### src/rtl/traffic_pkg.sv
// Shared types and light codes for the intersection phase controller.
// Phase codes double as the externally visible phase status value.
package traffic_pkg;

  localparam int unsigned PHASE_W = 3;
  localparam int unsigned LIGHT_W = 3;

  typedef enum logic [PHASE_W-1:0] {
    NS_GREEN  = 3'd0,
    NS_YELLOW = 3'd1,
    ALL_RED_A = 3'd2,
    EW_GREEN  = 3'd3,
    EW_YELLOW = 3'd4,
    ALL_RED_B = 3'd5
  } phase_e;

  localparam logic [LIGHT_W-1:0] LIGHT_RED    = 3'b100;
  localparam logic [LIGHT_W-1:0] LIGHT_YELLOW = 3'b010;
  localparam logic [LIGHT_W-1:0] LIGHT_GREEN  = 3'b001;

  typedef struct packed {
    logic [LIGHT_W-1:0] ns;
    logic [LIGHT_W-1:0] ew;
  } heads_t;

  // Unknown phase codes fall through to all-red so a corrupted code can never show a green.
  function automatic heads_t decode_heads(logic [PHASE_W-1:0] ph);
    heads_t h;
    h.ns = LIGHT_RED;
    h.ew = LIGHT_RED;
    case (ph)
      NS_GREEN:  h.ns = LIGHT_GREEN;
      NS_YELLOW: h.ns = LIGHT_YELLOW;
      EW_GREEN:  h.ew = LIGHT_GREEN;
      EW_YELLOW: h.ew = LIGHT_YELLOW;
      default:   h = '{ns: LIGHT_RED, ew: LIGHT_RED};
    endcase
    return h;
  endfunction

endpackage

### src/rtl/phase_timer.sv
// Free-running phase timer: cleared synchronously, otherwise counts up by one per cycle.
// Terminal-count decisions are made by the controller.
module phase_timer #(
  parameter int unsigned TIMER_W = 16
) (
  input  logic               clock,
  input  logic               clear_i,
  output logic [TIMER_W-1:0] count_o
);

  logic [TIMER_W-1:0] count_q;
  logic [TIMER_W-1:0] count_d;

  always_comb begin
    count_d = count_q + TIMER_W'(1);
    if (clear_i) begin
      count_d = '0;
    end
  end

  always_ff @(posedge clock) begin
    count_q <= count_d;
  end

  assign count_o = count_q;

endmodule

### src/rtl/intersection_phase_controller.sv
// Actuated two-approach intersection sequencer (NS main road, EW side street).
// Phase register, exit rules, pedestrian latch and registered light decode.
module intersection_phase_controller
  import traffic_pkg::*;
#(
  parameter int unsigned GREEN_MIN    = 100,
  parameter int unsigned GREEN_MAX    = 400,
  parameter int unsigned YELLOW_TIME  = 20,
  parameter int unsigned ALL_RED_TIME = 5,
  parameter int unsigned TIMER_W      = 16
) (
  input  logic         clock,
  input  logic         reset,
  input  logic         ew_demand,
  input  logic         ped_req,
  output logic [2:0]   ns_light,
  output logic [2:0]   ew_light,
  output logic         ped_walk,
  output logic [2:0]   phase
);

  localparam logic [63:0] TIMER_SPAN = 64'(1) << TIMER_W;

  generate
    if (!((GREEN_MAX >= GREEN_MIN) && (GREEN_MIN >= 1) &&
          (YELLOW_TIME >= 1) && (ALL_RED_TIME >= 1) &&
          (TIMER_W >= 1) && (TIMER_W < 64) &&
          (64'(GREEN_MAX) < TIMER_SPAN))) begin : g_bad_params
      $error("intersection_phase_controller: illegal timing parameters");
    end
  endgenerate

  localparam logic [TIMER_W-1:0] GMIN_LAST = TIMER_W'(GREEN_MIN - 1);
  localparam logic [TIMER_W-1:0] GMAX_LAST = TIMER_W'(GREEN_MAX - 1);
  localparam logic [TIMER_W-1:0] YEL_LAST  = TIMER_W'(YELLOW_TIME - 1);
  localparam logic [TIMER_W-1:0] RED_LAST  = TIMER_W'(ALL_RED_TIME - 1);

  logic [PHASE_W-1:0] phase_q;
  logic [PHASE_W-1:0] phase_d;
  logic               ped_pending_q;
  logic               ped_pending_d;
  logic               walk_en_q;
  logic               walk_en_d;
  heads_t             heads_q;
  heads_t             heads_d;
  logic               ped_walk_q;
  logic               ped_walk_d;
  logic [TIMER_W-1:0] timer;
  logic               timer_clear_c;
  logic               entering_ew_c;

  // Timer restarts at zero on the first cycle of every phase and out of reset.
  assign timer_clear_c = reset | (phase_d != phase_q);

  phase_timer #(
    .TIMER_W (TIMER_W)
  ) u_timer (
    .clock   (clock),
    .clear_i (timer_clear_c),
    .count_o (timer)
  );

  // Next-phase logic; the forced max-green exit also bounds the timer below wrap.
  always_comb begin
    phase_d = phase_q;
    case (phase_q)
      NS_GREEN: begin
        if (((timer >= GMIN_LAST) && (ew_demand || ped_pending_q)) || (timer == GMAX_LAST)) begin
          phase_d = NS_YELLOW;
        end
      end
      NS_YELLOW: begin
        if (timer == YEL_LAST) begin
          phase_d = ALL_RED_A;
        end
      end
      ALL_RED_A: begin
        if (timer == RED_LAST) begin
          phase_d = EW_GREEN;
        end
      end
      EW_GREEN: begin
        if (((timer >= GMIN_LAST) && !ew_demand) || (timer == GMAX_LAST)) begin
          phase_d = EW_YELLOW;
        end
      end
      EW_YELLOW: begin
        if (timer == YEL_LAST) begin
          phase_d = ALL_RED_B;
        end
      end
      ALL_RED_B: begin
        if (timer == RED_LAST) begin
          phase_d = NS_GREEN;
        end
      end
      default: phase_d = ALL_RED_B;
    endcase
  end

  // Pedestrian latch: a request arriving on the EW entry edge is served in that green.
  always_comb begin
    entering_ew_c = (phase_d == EW_GREEN) && (phase_q != EW_GREEN);
    ped_pending_d = ped_pending_q | ped_req;
    walk_en_d     = walk_en_q;
    if (entering_ew_c) begin
      walk_en_d     = ped_pending_q | ped_req;
      ped_pending_d = 1'b0;
    end else if (phase_d != EW_GREEN) begin
      walk_en_d = 1'b0;
    end
  end

  // Outputs decoded from the next phase so lights and phase move on the same edge.
  always_comb begin
    heads_d    = decode_heads(phase_d);
    ped_walk_d = (phase_d == EW_GREEN) && walk_en_d;
  end

  always_ff @(posedge clock) begin
    if (reset) begin
      phase_q       <= NS_GREEN;
      ped_pending_q <= 1'b0;
      walk_en_q     <= 1'b0;
      heads_q       <= '{ns: LIGHT_GREEN, ew: LIGHT_RED};
      ped_walk_q    <= 1'b0;
    end else begin
      phase_q       <= phase_d;
      ped_pending_q <= ped_pending_d;
      walk_en_q     <= walk_en_d;
      heads_q       <= heads_d;
      ped_walk_q    <= ped_walk_d;
    end
  end

  assign ns_light = heads_q.ns;
  assign ew_light = heads_q.ew;
  assign ped_walk = ped_walk_q;
  assign phase    = phase_q;

endmodule
### config.mk
export PLATFORM = sky130hd
export DESIGN_NAME = intersection_phase_controller
export DESIGN_NICKNAME = d
export VERILOG_FILES = /design/src/rtl/traffic_pkg.sv /design/src/rtl/phase_timer.sv /design/src/rtl/intersection_phase_controller.sv
export SDC_FILE = /design/constraint.sdc
export NUM_CORES = 1
export LEC_CHECK = 0
export ABC_AREA = 1
export CORE_MARGIN = 2
export CORE_UTILIZATION = 45
export CTS_CLUSTER_DIAMETER = 200
export DETAILED_ROUTE_END_ITERATION = 10
export MAX_ROUTING_LAYER = met4
export PLACE_DENSITY = 0.71
export REMOVE_ABC_BUFFERS = 1
export SETUP_SLACK_MARGIN = 0.05
export SYNTH_ARGS = -nofsm -noshare
export SYNTH_HDL_FRONTEND = slang
export SYNTH_SLANG_ARGS = --single-unit
### constraint.sdc
create_clock -name clock -period 4.8 [get_ports clock]
set_clock_uncertainty 0.15 [all_clocks]
set_input_delay 1.44 -clock clock [delete_from_list [all_inputs] [get_ports clock]]
set_output_delay 1.44 -clock clock [all_outputs]
set_load 0.005 [all_outputs]
# == After elaboration in Yosys (flattened, before gate mapping) ==
# Index checks and enable logic that the tools add are counted.
# op_classes
add_sub_neg,1
mul,0
n_div,0
order_cmp,1
n_eq_ne,14
shift,0
mux,11
bitwise_logic,2
reduce_logical,11
# ops
op,n
two-way mux 3 bit,6
one-hot mux 3 bit (6 select lines),1
"adder 16 x 1 -> 16 bit, second input constant",1
"equality test 16 x 3 -> 1 bit, second input constant",1
"equality test 16 x 5 -> 1 bit, second input constant",1
"equality test 16 x 9 -> 1 bit, second input constant",1
"greater-or-equal comparator 16 x 7 -> 1 bit, second input constant",1
one-hot mux 3 bit (2 select lines),2
"equality test 3 x 2 -> 1 bit, second input constant",3
"equality test 3 bit, second input constant",3
"equality test 3 x 1 -> 1 bit, second input constant",2
logical NOT 3 bit,2
"!= test 3 x 2 -> 1 bit, second input constant",2
logical AND 1 bit,4
logical OR 1 bit,3
!= test 3 bit,1
two-way mux 1 bit,2
OR 1 bit,2
OR reduction 2 bit,1
logical NOT 1 bit,1
# word_totals
register_bits,28
latch_bits,0
mem_bits_rw,0
romBits,0
in_bits,4
out_inout_bits,10
memories,0

# == Logic depth before layout (Yosys ltp) ==
# Gate-level depths: netlist of run 1.
# depth
word_depth,9
mapped_depth,14

# == Modules after synthesis ==
# Synthesis of run 1 repeated with hierarchy kept, for this count alone.
# unflattened
hier_cells,237
area_unflattened_um2,1535.2
# by_module_without_submodules
mod,instances,cells_per_inst,area_per_inst_um2,seq_area_each_um2
phase_timer,1,113,770.7,320.3
intersection_phase_controller,1,124,764.5,240.2

# == Least setup slack after synthesis of run 1 ==
# Ideal clock, no wire load.
# synth_path
kind,input to register
startpoint,input port ew_demand
endpoint,"register u_timer.count_q[13], in the netlist u_timer.count_o[13]"
setup_time_ns,0.121
arrival_time_ns,2.425
required_time_ns,4.529
slack_ns,2.104
cell_stages,8
n_path_buf,1
cell_sequence,or2_2 -> nand2_1 -> nand2_1 -> nand2_1 -> nand4_1 -> nand3_4 -> buf_8 -> nor2_4
# synth_via
elab_chain_cells,7
# synth_lines
item,line_no,source
from (decl),intersection_phase_controller.sv:14,"input logic ew_demand,"
logical NOT 1 bit or logical OR 1 bit (tied branches),"intersection_phase_controller.sv:83, intersection_phase_controller.sv:68",
"logical AND 1 bit, on equally long branches","intersection_phase_controller.sv:83, intersection_phase_controller.sv:68",
"logical OR 1 bit, on equally long branches","intersection_phase_controller.sv:83, intersection_phase_controller.sv:68",
"two-way mux 3 bit, on equally long branches","intersection_phase_controller.sv:83, intersection_phase_controller.sv:68",
one-hot mux 3 bit (6 select lines) (*),intersection_phase_controller.sv:66,case (phase_q)
!= test 3 bit (*),intersection_phase_controller.sv:53,assign timer_clear_c = reset | (phase_d != phase_q);
OR 1 bit (*),intersection_phase_controller.sv:53,
to (signal assigned),phase_timer.sv:22,count_q <= count_d;
to (decl),phase_timer.sv:11,logic [TIMER_W-1:0] count_q;
# Mark *: on every way between the ends. The rest lies on a longest branch, timed or not.
# A chain may end at the register's enable or synchronous reset.

# == Final worst setup path of run 1 ==
# layout_path
startpoint,"register phase_q[2], in the netlist phase[2]"
endpoint,output port phase[2]
# layout_rtl
item,line_no,source
from (decl),intersection_phase_controller.sv:38,logic [PHASE_W-1:0] phase_q;
from (signal assigned),intersection_phase_controller.sv:128,phase_q <= phase_d;
to (decl),intersection_phase_controller.sv:19,output logic [2:0] phase
# No word-level cell between the ends.

==> results of run 1 <==
==> where the power goes <==
part / switching, uW / internal [uW] / total [uW]
clock: 70.6 / 84.5 / 155
sequential: 2.79 / 235 / 238
combinational: 12.9 / 8.73 / 21.7
total: 86.3 / 329 / 415
==> flip-flops by register name (all words and copies together) (netlist names) <==
| register | count |
|---|---|
| u_timer.count_o | 16 |
| ew_light | 3 |
| ns_light | 3 |
| phase | 3 |
| ped_pending_q | 1 |
| ped_walk | 1 |
| walk_en_q | 1 |
==> metrics by stage <==
step / cells / total power [uW] / utilization, %
5_1_grt: 260 / 433 / 52.9
3_5_place_dp: 256 / 265 / 51.3
4_1_cts: 260 / 419 / 52.9
6_report: 260 / 415 / 52.9
3_3_place_gp: 256 / 265 / 51.3
2_1_floorplan: 197 / 259 / -
==> worst reg2reg max path: stages, from the launching register on <==
cell     delay, ps
dfxtp_1        400
ha_1           240
nand3_1        160
nor2_1         140
nand4_1        190
nand2_1        130
nand2_1        100
nand4_1        150
nand3_4        320
nor2_1         190
==> worst min-delay path by stage <==
stage	start	end	slack, ps	cells after the start
after global routing	u_timer.count_o[0]$_SDFF_PP0_	u_timer.count_o[0]$_SDFF_PP0_	360	1
after CTS	u_timer.count_o[0]$_SDFF_PP0_	u_timer.count_o[0]$_SDFF_PP0_	340	1
after floorplan	u_timer.count_o[0]$_SDFF_PP0_	u_timer.count_o[0]$_SDFF_PP0_	280	1
final	u_timer.count_o[0]$_SDFF_PP0_	u_timer.count_o[0]$_SDFF_PP0_	330	1
after global placement	u_timer.count_o[0]$_SDFF_PP0_	u_timer.count_o[0]$_SDFF_PP0_	290	1
after detailed placement	u_timer.count_o[0]$_SDFF_PP0_	u_timer.count_o[0]$_SDFF_PP0_	310	1
==> kinds of logic after synthesis <==
logic type / Yosys count / synth area share, %
AND/OR/NAND/NOR: 118 / 43.9
XOR/XNOR: 14 / 7.76
flip-flops: 28 / 35.5
adder cells (fa/ha/maj): 2 / 1.58
AO/OA/AOI/OAI: 3 / 0.950
buffers and inverters: 36 / 10.3
==> placed cells by master (no fill, tap or decap), types with 2 or more instances in the layout <==
master and count:
nand2_1 34, nand3_1 11, inv_2 3, clkdlybuf4s50_1 13, xor2_1 9, nand3_2 5, inv_1 28, nand4_1 5
xnor2_1 5, dfxtp_1 28, nor2_1 27, nand2_2 5, nor3_1 4, a21oi_1 2, nor2_2 7, nor2_4 15
clkbuf_4 3, ha_1 2
==> layer usage <==
| layer | global-route usage, % | part of all wire, % |
|---|---|---|
| met1 | 20.8 | 53 |
| met2 | 20.5 | 43 |
| met3 | 2.14 | 1.7 |
| met4 | 5.98 | 2.2 |
| met5 | - | 0 |
==> cell type report <==
| type | count | area (um^2) |
|---|---|---|
| clock buffer | 3 | 22.5 |
| clock inverter | 1 | 30.0 |
| sequential | 28 | 561 |
| inverter | 32 | 120 |
| fill | 346 | 1590 |
| timing repair buffer | 13 | 130 |
| tap | 46 | 57.6 |
| multi-input combinational | 137 | 857 |
==> flow_summary.yaml, run 1 <==
cells_and_area:
  drive_gt1_share_pct: 20.6
  fin_nets: 221
  diodes: 0
  fin_area_um2: 1780
  area_growth_pct: 12.5
clock_network:
  cts_tree: "done"
  cts_resized: 0
  cts_hold_buf: 0
  htree_levels: 1
  insertion_delay_ps: 330
  cts_setup_buffers: 0
  clockRootBuffer: "clkbuf_4"
  clock_sinks: 28
  cts_buffer_depth: 2
  clk_pin_slew_ps: 150
  cts_buffers: 3
timing:
  fin_crit_ps: 3070
  fmax_mhz: 325
  setup_ws_ps: 1730
  timing.hold.ws_ps: 334
  finalSetupViolCount: 0
  max-slew-margin-rel_pct: 73.4
  min_period_over_period_pct: 64.0
  fin_tns_setup_ps: 0
  rsz0062_at_grt: "no"
  worstMarginPinSlew_ps: 399
  hold_viol_final: 0
  final_max_slew_viol_count: 0
logic_synthesis:
  seq_area_frac_synth_pct: 35.5
  ys_ff_latch: 28
  ys.flop_type: "dfxtp_1"
  synth_top_cell_by_area: "dfxtp_1"
  synth-async-reset-ratio_pct: 0
  synth_cell_types: 26
  yosys.area.top_type_share_pct: 35.5
  syn-cell-area_um2: 1580
  yosys_warnings: 0
  yosys-top-cells-count: "nand2_1, dfxtp_1, inv_1"
  synthCells: 201
  yosys.cell_count.top_type: "nand2_1"
  netlist_top_cells_area: "dfxtp_1, nor2_4, nand2_1"
  syn_avg_cell_area_um2: 7.86
  synth_edf_count: 0
drt:
  wl_mm: 2.54
  viasPerCell: 4.52
  drtPass1Iterations: 4
  drcViolationCount: 0
  vias: 1174
  wire_per_inst_um: 9.77
  dr.first_iter.drc_count: 69
  antenna_left: 0
placed_design:
  post-dp-hpwl_mm: 2.00
  gp_congestion: 0.821
  dpl_worst_slack_ps: 1470
  portBuffers: 13
  dpl_cell_area_um2: 1730
critical_path:
  r2r-end: "u_timer.count_o[3]$_SDFF_PP0_"
  r2r_slack_ps: 2570
  cp.required_ps: 3210
  critPathKind: "flop to primary output"
  crit_family: "flip-flops"
  start_kind: "flop"
  slowest_delay_ps: 580
  worst-path-max-fanout: 10
  cp_slowest_cell: "dfxtp_1"
  critPathBufInv: 1
  endpoint_kind: "primary output"
  cp-startpoint: "phase[2]$_SDFF_PP0_"
  path_depth: 1
  reg2regPathDepth: 9
  path_cells: "clkdlybuf4s50_1"
  critPathCapture: "phase[2]"
  r2r_start: "u_timer.count_o[0]$_SDFF_PP0_"
  critPathArrivalTime_ps: 1480
job:
  maxCapViolCount: 0
floorplan:
  core-area_um2: 3360
  io_pins: 14
  chipWidth_um: 63.3
  dieArea_um2: 4000
  row_count: 21
  start_util_pct: 47.0
  die_h_um: 63.3
global_route:
  grtUsageTotal_pct: 14.5
  grt_pass1_wl_mm: 4.51
  grt_max_degree: 17
  grt_pass1_vias: 1021
  grt_overflow: 0
  antenna_found_initial: 0
power:
  max-vdd-ir-drop_uv: 136
  leakage_uw: 0.000771
  power_density_nw_per_um2: 233
worst_hold_path:
  hp-class: "flop to flop"
run_status:
  status: "completed"
(Power assumes the default switching activity.)
==> run 2: changes to the inputs <==
clock period = 3.1 ns   (was 4.8 ns; I/O delays follow)
==> flow_summary.yaml, run 2 (same netlist as run 1, synthesis figures left out) <==
cells_and_area:
  largest_reg_flops: 16
  fin_nets: 221
  drive_gt1_share_pct: 20.6
  diodes: 0
  regArea_um2: 561
  final_cell_mix: "nand2_1, inv_1, dfxtp_1"
  area_growth_pct: 11.5
  fillCellCount: 364
  layout.cells.non_filler: 260
  layout_commonest_cell: "nand2_1"
  multiInputGateArea_um2: 857
timing:
  setup_ws_ps: 547
  fin_crit_ps: 2550
  min_period_over_period_pct: 82.4
  worstMarginPinSlew_ps: 401
  max-slew-margin-rel_pct: 73.3
  finalSetupViolCount: 0
  hold_viol_final: 0
  rsz0062_at_grt: "no"
  fin_tns_setup_ps: 0
  fmax_mhz: 392
  final_max_slew_viol_count: 0
critical_path:
  critPathBufInv: 1
  r2r_slack_ps: 860
  critPathArrivalTime_ps: 1470
  slowest_delay_ps: 580
  r2r_start: "u_timer.count_o[0]$_SDFF_PP0_"
  r2r-end: "u_timer.count_o[3]$_SDFF_PP0_"
  crit_family: "flip-flops"
  reg2regPathDepth: 9
  cp.required_ps: 2020
  critPathKind: "flop to primary output"
  worst-path-max-fanout: 10
  cp_slowest_cell: "dfxtp_1"
  endpoint_kind: "primary output"
  start_kind: "flop"
  path_cells: "clkdlybuf4s50_1"
clock_network:
  clk_pin_slew_ps: 140
  clock_sinks: 28
  cts_buffers: 3
  cts_resized: 0
  cts_setup_buffers: 0
  cts_hold_buf: 0
  clockRootBuffer: "clkbuf_4"
  cts_tree: "done"
  cts_buffer_depth: 2
  insertion_delay_ps: 310
  htree_levels: 1
power:
  power_frac_seq_pct: 64.1
  p_sw_uw: 125
  p_int_uw: 450
  comb_power_share_pct: 5.8
  power_density_nw_per_um2: 326
  leakage_uw: 0.000764
  clkPwrFrac_pct: 30.1
  p_sw_share_pct: 21.8
  max-vdd-ir-drop_uv: 195
  finalPower_uw: 575
drt:
  drcViolationCount: 0
  drtPass1Iterations: 4
  dr.first_iter.drc_count: 55
  antenna_left: 0
  viasPerCell: 4.55
  vias: 1183
  wl_mm: 2.53
  wire_per_inst_um: 9.71
run_status:
  status: "completed"
worst_hold_path:
  worst_hold_path.endpoint: "u_timer.count_o[0]$_SDFF_PP0_"
  hold_path_depth: 1
  min_from: "u_timer.count_o[0]$_SDFF_PP0_"
  hp-class: "flop to flop"
placed_design:
  gp_congestion: 0.821
  portBuffers: 13
  post-dp-hpwl_mm: 2.00
  dp.cells: 256
  dpl_worst_slack_ps: 278
floorplan:
  start_util_pct: 47.0
  die_h_um: 63.3
  row_count: 21
  dieArea_um2: 4000
  io_pins: 14
  core-area_um2: 3360
  chipWidth_um: 63.3
global_route:
  grt_max_degree: 17
  grt_pass1_vias: 1025
  antenna_found_initial: 0
  grtUsageTotal_pct: 14.3
  grt_pass1_wl_mm: 4.49
  grt_overflow: 0
job:
  maxCapViolCount: 0
==> run 2: cell count changes in the layout (fill, tap and decap cells not counted), sizes merged <==
cell    change
bufinv      -1
clkbuf      +1
==> run 2: layout make-up <==
| class | instances | area share [%] |
|---|---|---|
| repair buffers | 13 | 7.39 |
| clock buffers | 4 | 2.06 |
| flip-flops and latches | 28 | 31.8 |
| well taps | 46 | 3.27 |
| multi-input cells | 137 | 48.7 |
| inverters | 32 | 6.82 |
==> run 2: routing by layer <==
metal | share of wire (%) | track usage (%) | up-vias
met2 | 43 | 19.9 | 8
met1 | 54 | 20.5 | 534
met5 | 0 | - | -
met4 | 1.6 | 5.71 | 0
li1 | - | - | 637
met3 | 1.7 | 2.32 | 4
==> run 2: worst max path at each step <==
stage,from,to,slack [ps],cells past startpoint
after floorplan,ew_demand,u_timer.count_o[0]$_SDFF_PP0_,870,8
after global placement,ew_demand,u_timer.count_o[14]$_SDFF_PP0_,330,9
after detailed placement,ew_demand,u_timer.count_o[4]$_SDFF_PP0_,280,9
after CTS,phase[2]$_SDFF_PP0_,phase[2],530,1
after global routing,phase[2]$_SDFF_PP0_,phase[2],460,1
final,phase[2]$_SDFF_PP0_,phase[2],550,1
==> run 2: worst register-to-register path, stage by stage (launching register included) <==
cell and delay [ps]:
dfxtp_1 410, ha_1 240, nand3_1 170, nor2_1 140, nand4_1 180, nand2_1 120, nand2_1 100, nand4_1 160
nand3_4 330, nor2_1 180
==> run 2: through the flow <==
step                util [%]  cell area (um^2)  hold WS, ps
floorplan                  -              1540          280
global placement        51.3              1730          291
detailed placement      51.3              1730          304
CTS                     52.4              1760          337
global route            52.4              1760          364
finish                  52.4              1760          336
==> run 2: power by group through the flow <==
| stage | logic [uW] | clock network [uW] | registers (uW) |
|---|---|---|---|
| 2_1_floorplan | 25.3 | 0 | 376 |
| 3_3_place_gp | 33.3 | 0 | 376 |
| 3_5_place_dp | 33.7 | 0 | 377 |
| 4_1_cts | 33.9 | 184 | 369 |
| 5_1_grt | 38.2 | 202 | 370 |
| 6_report | 33.2 | 173 | 369 |
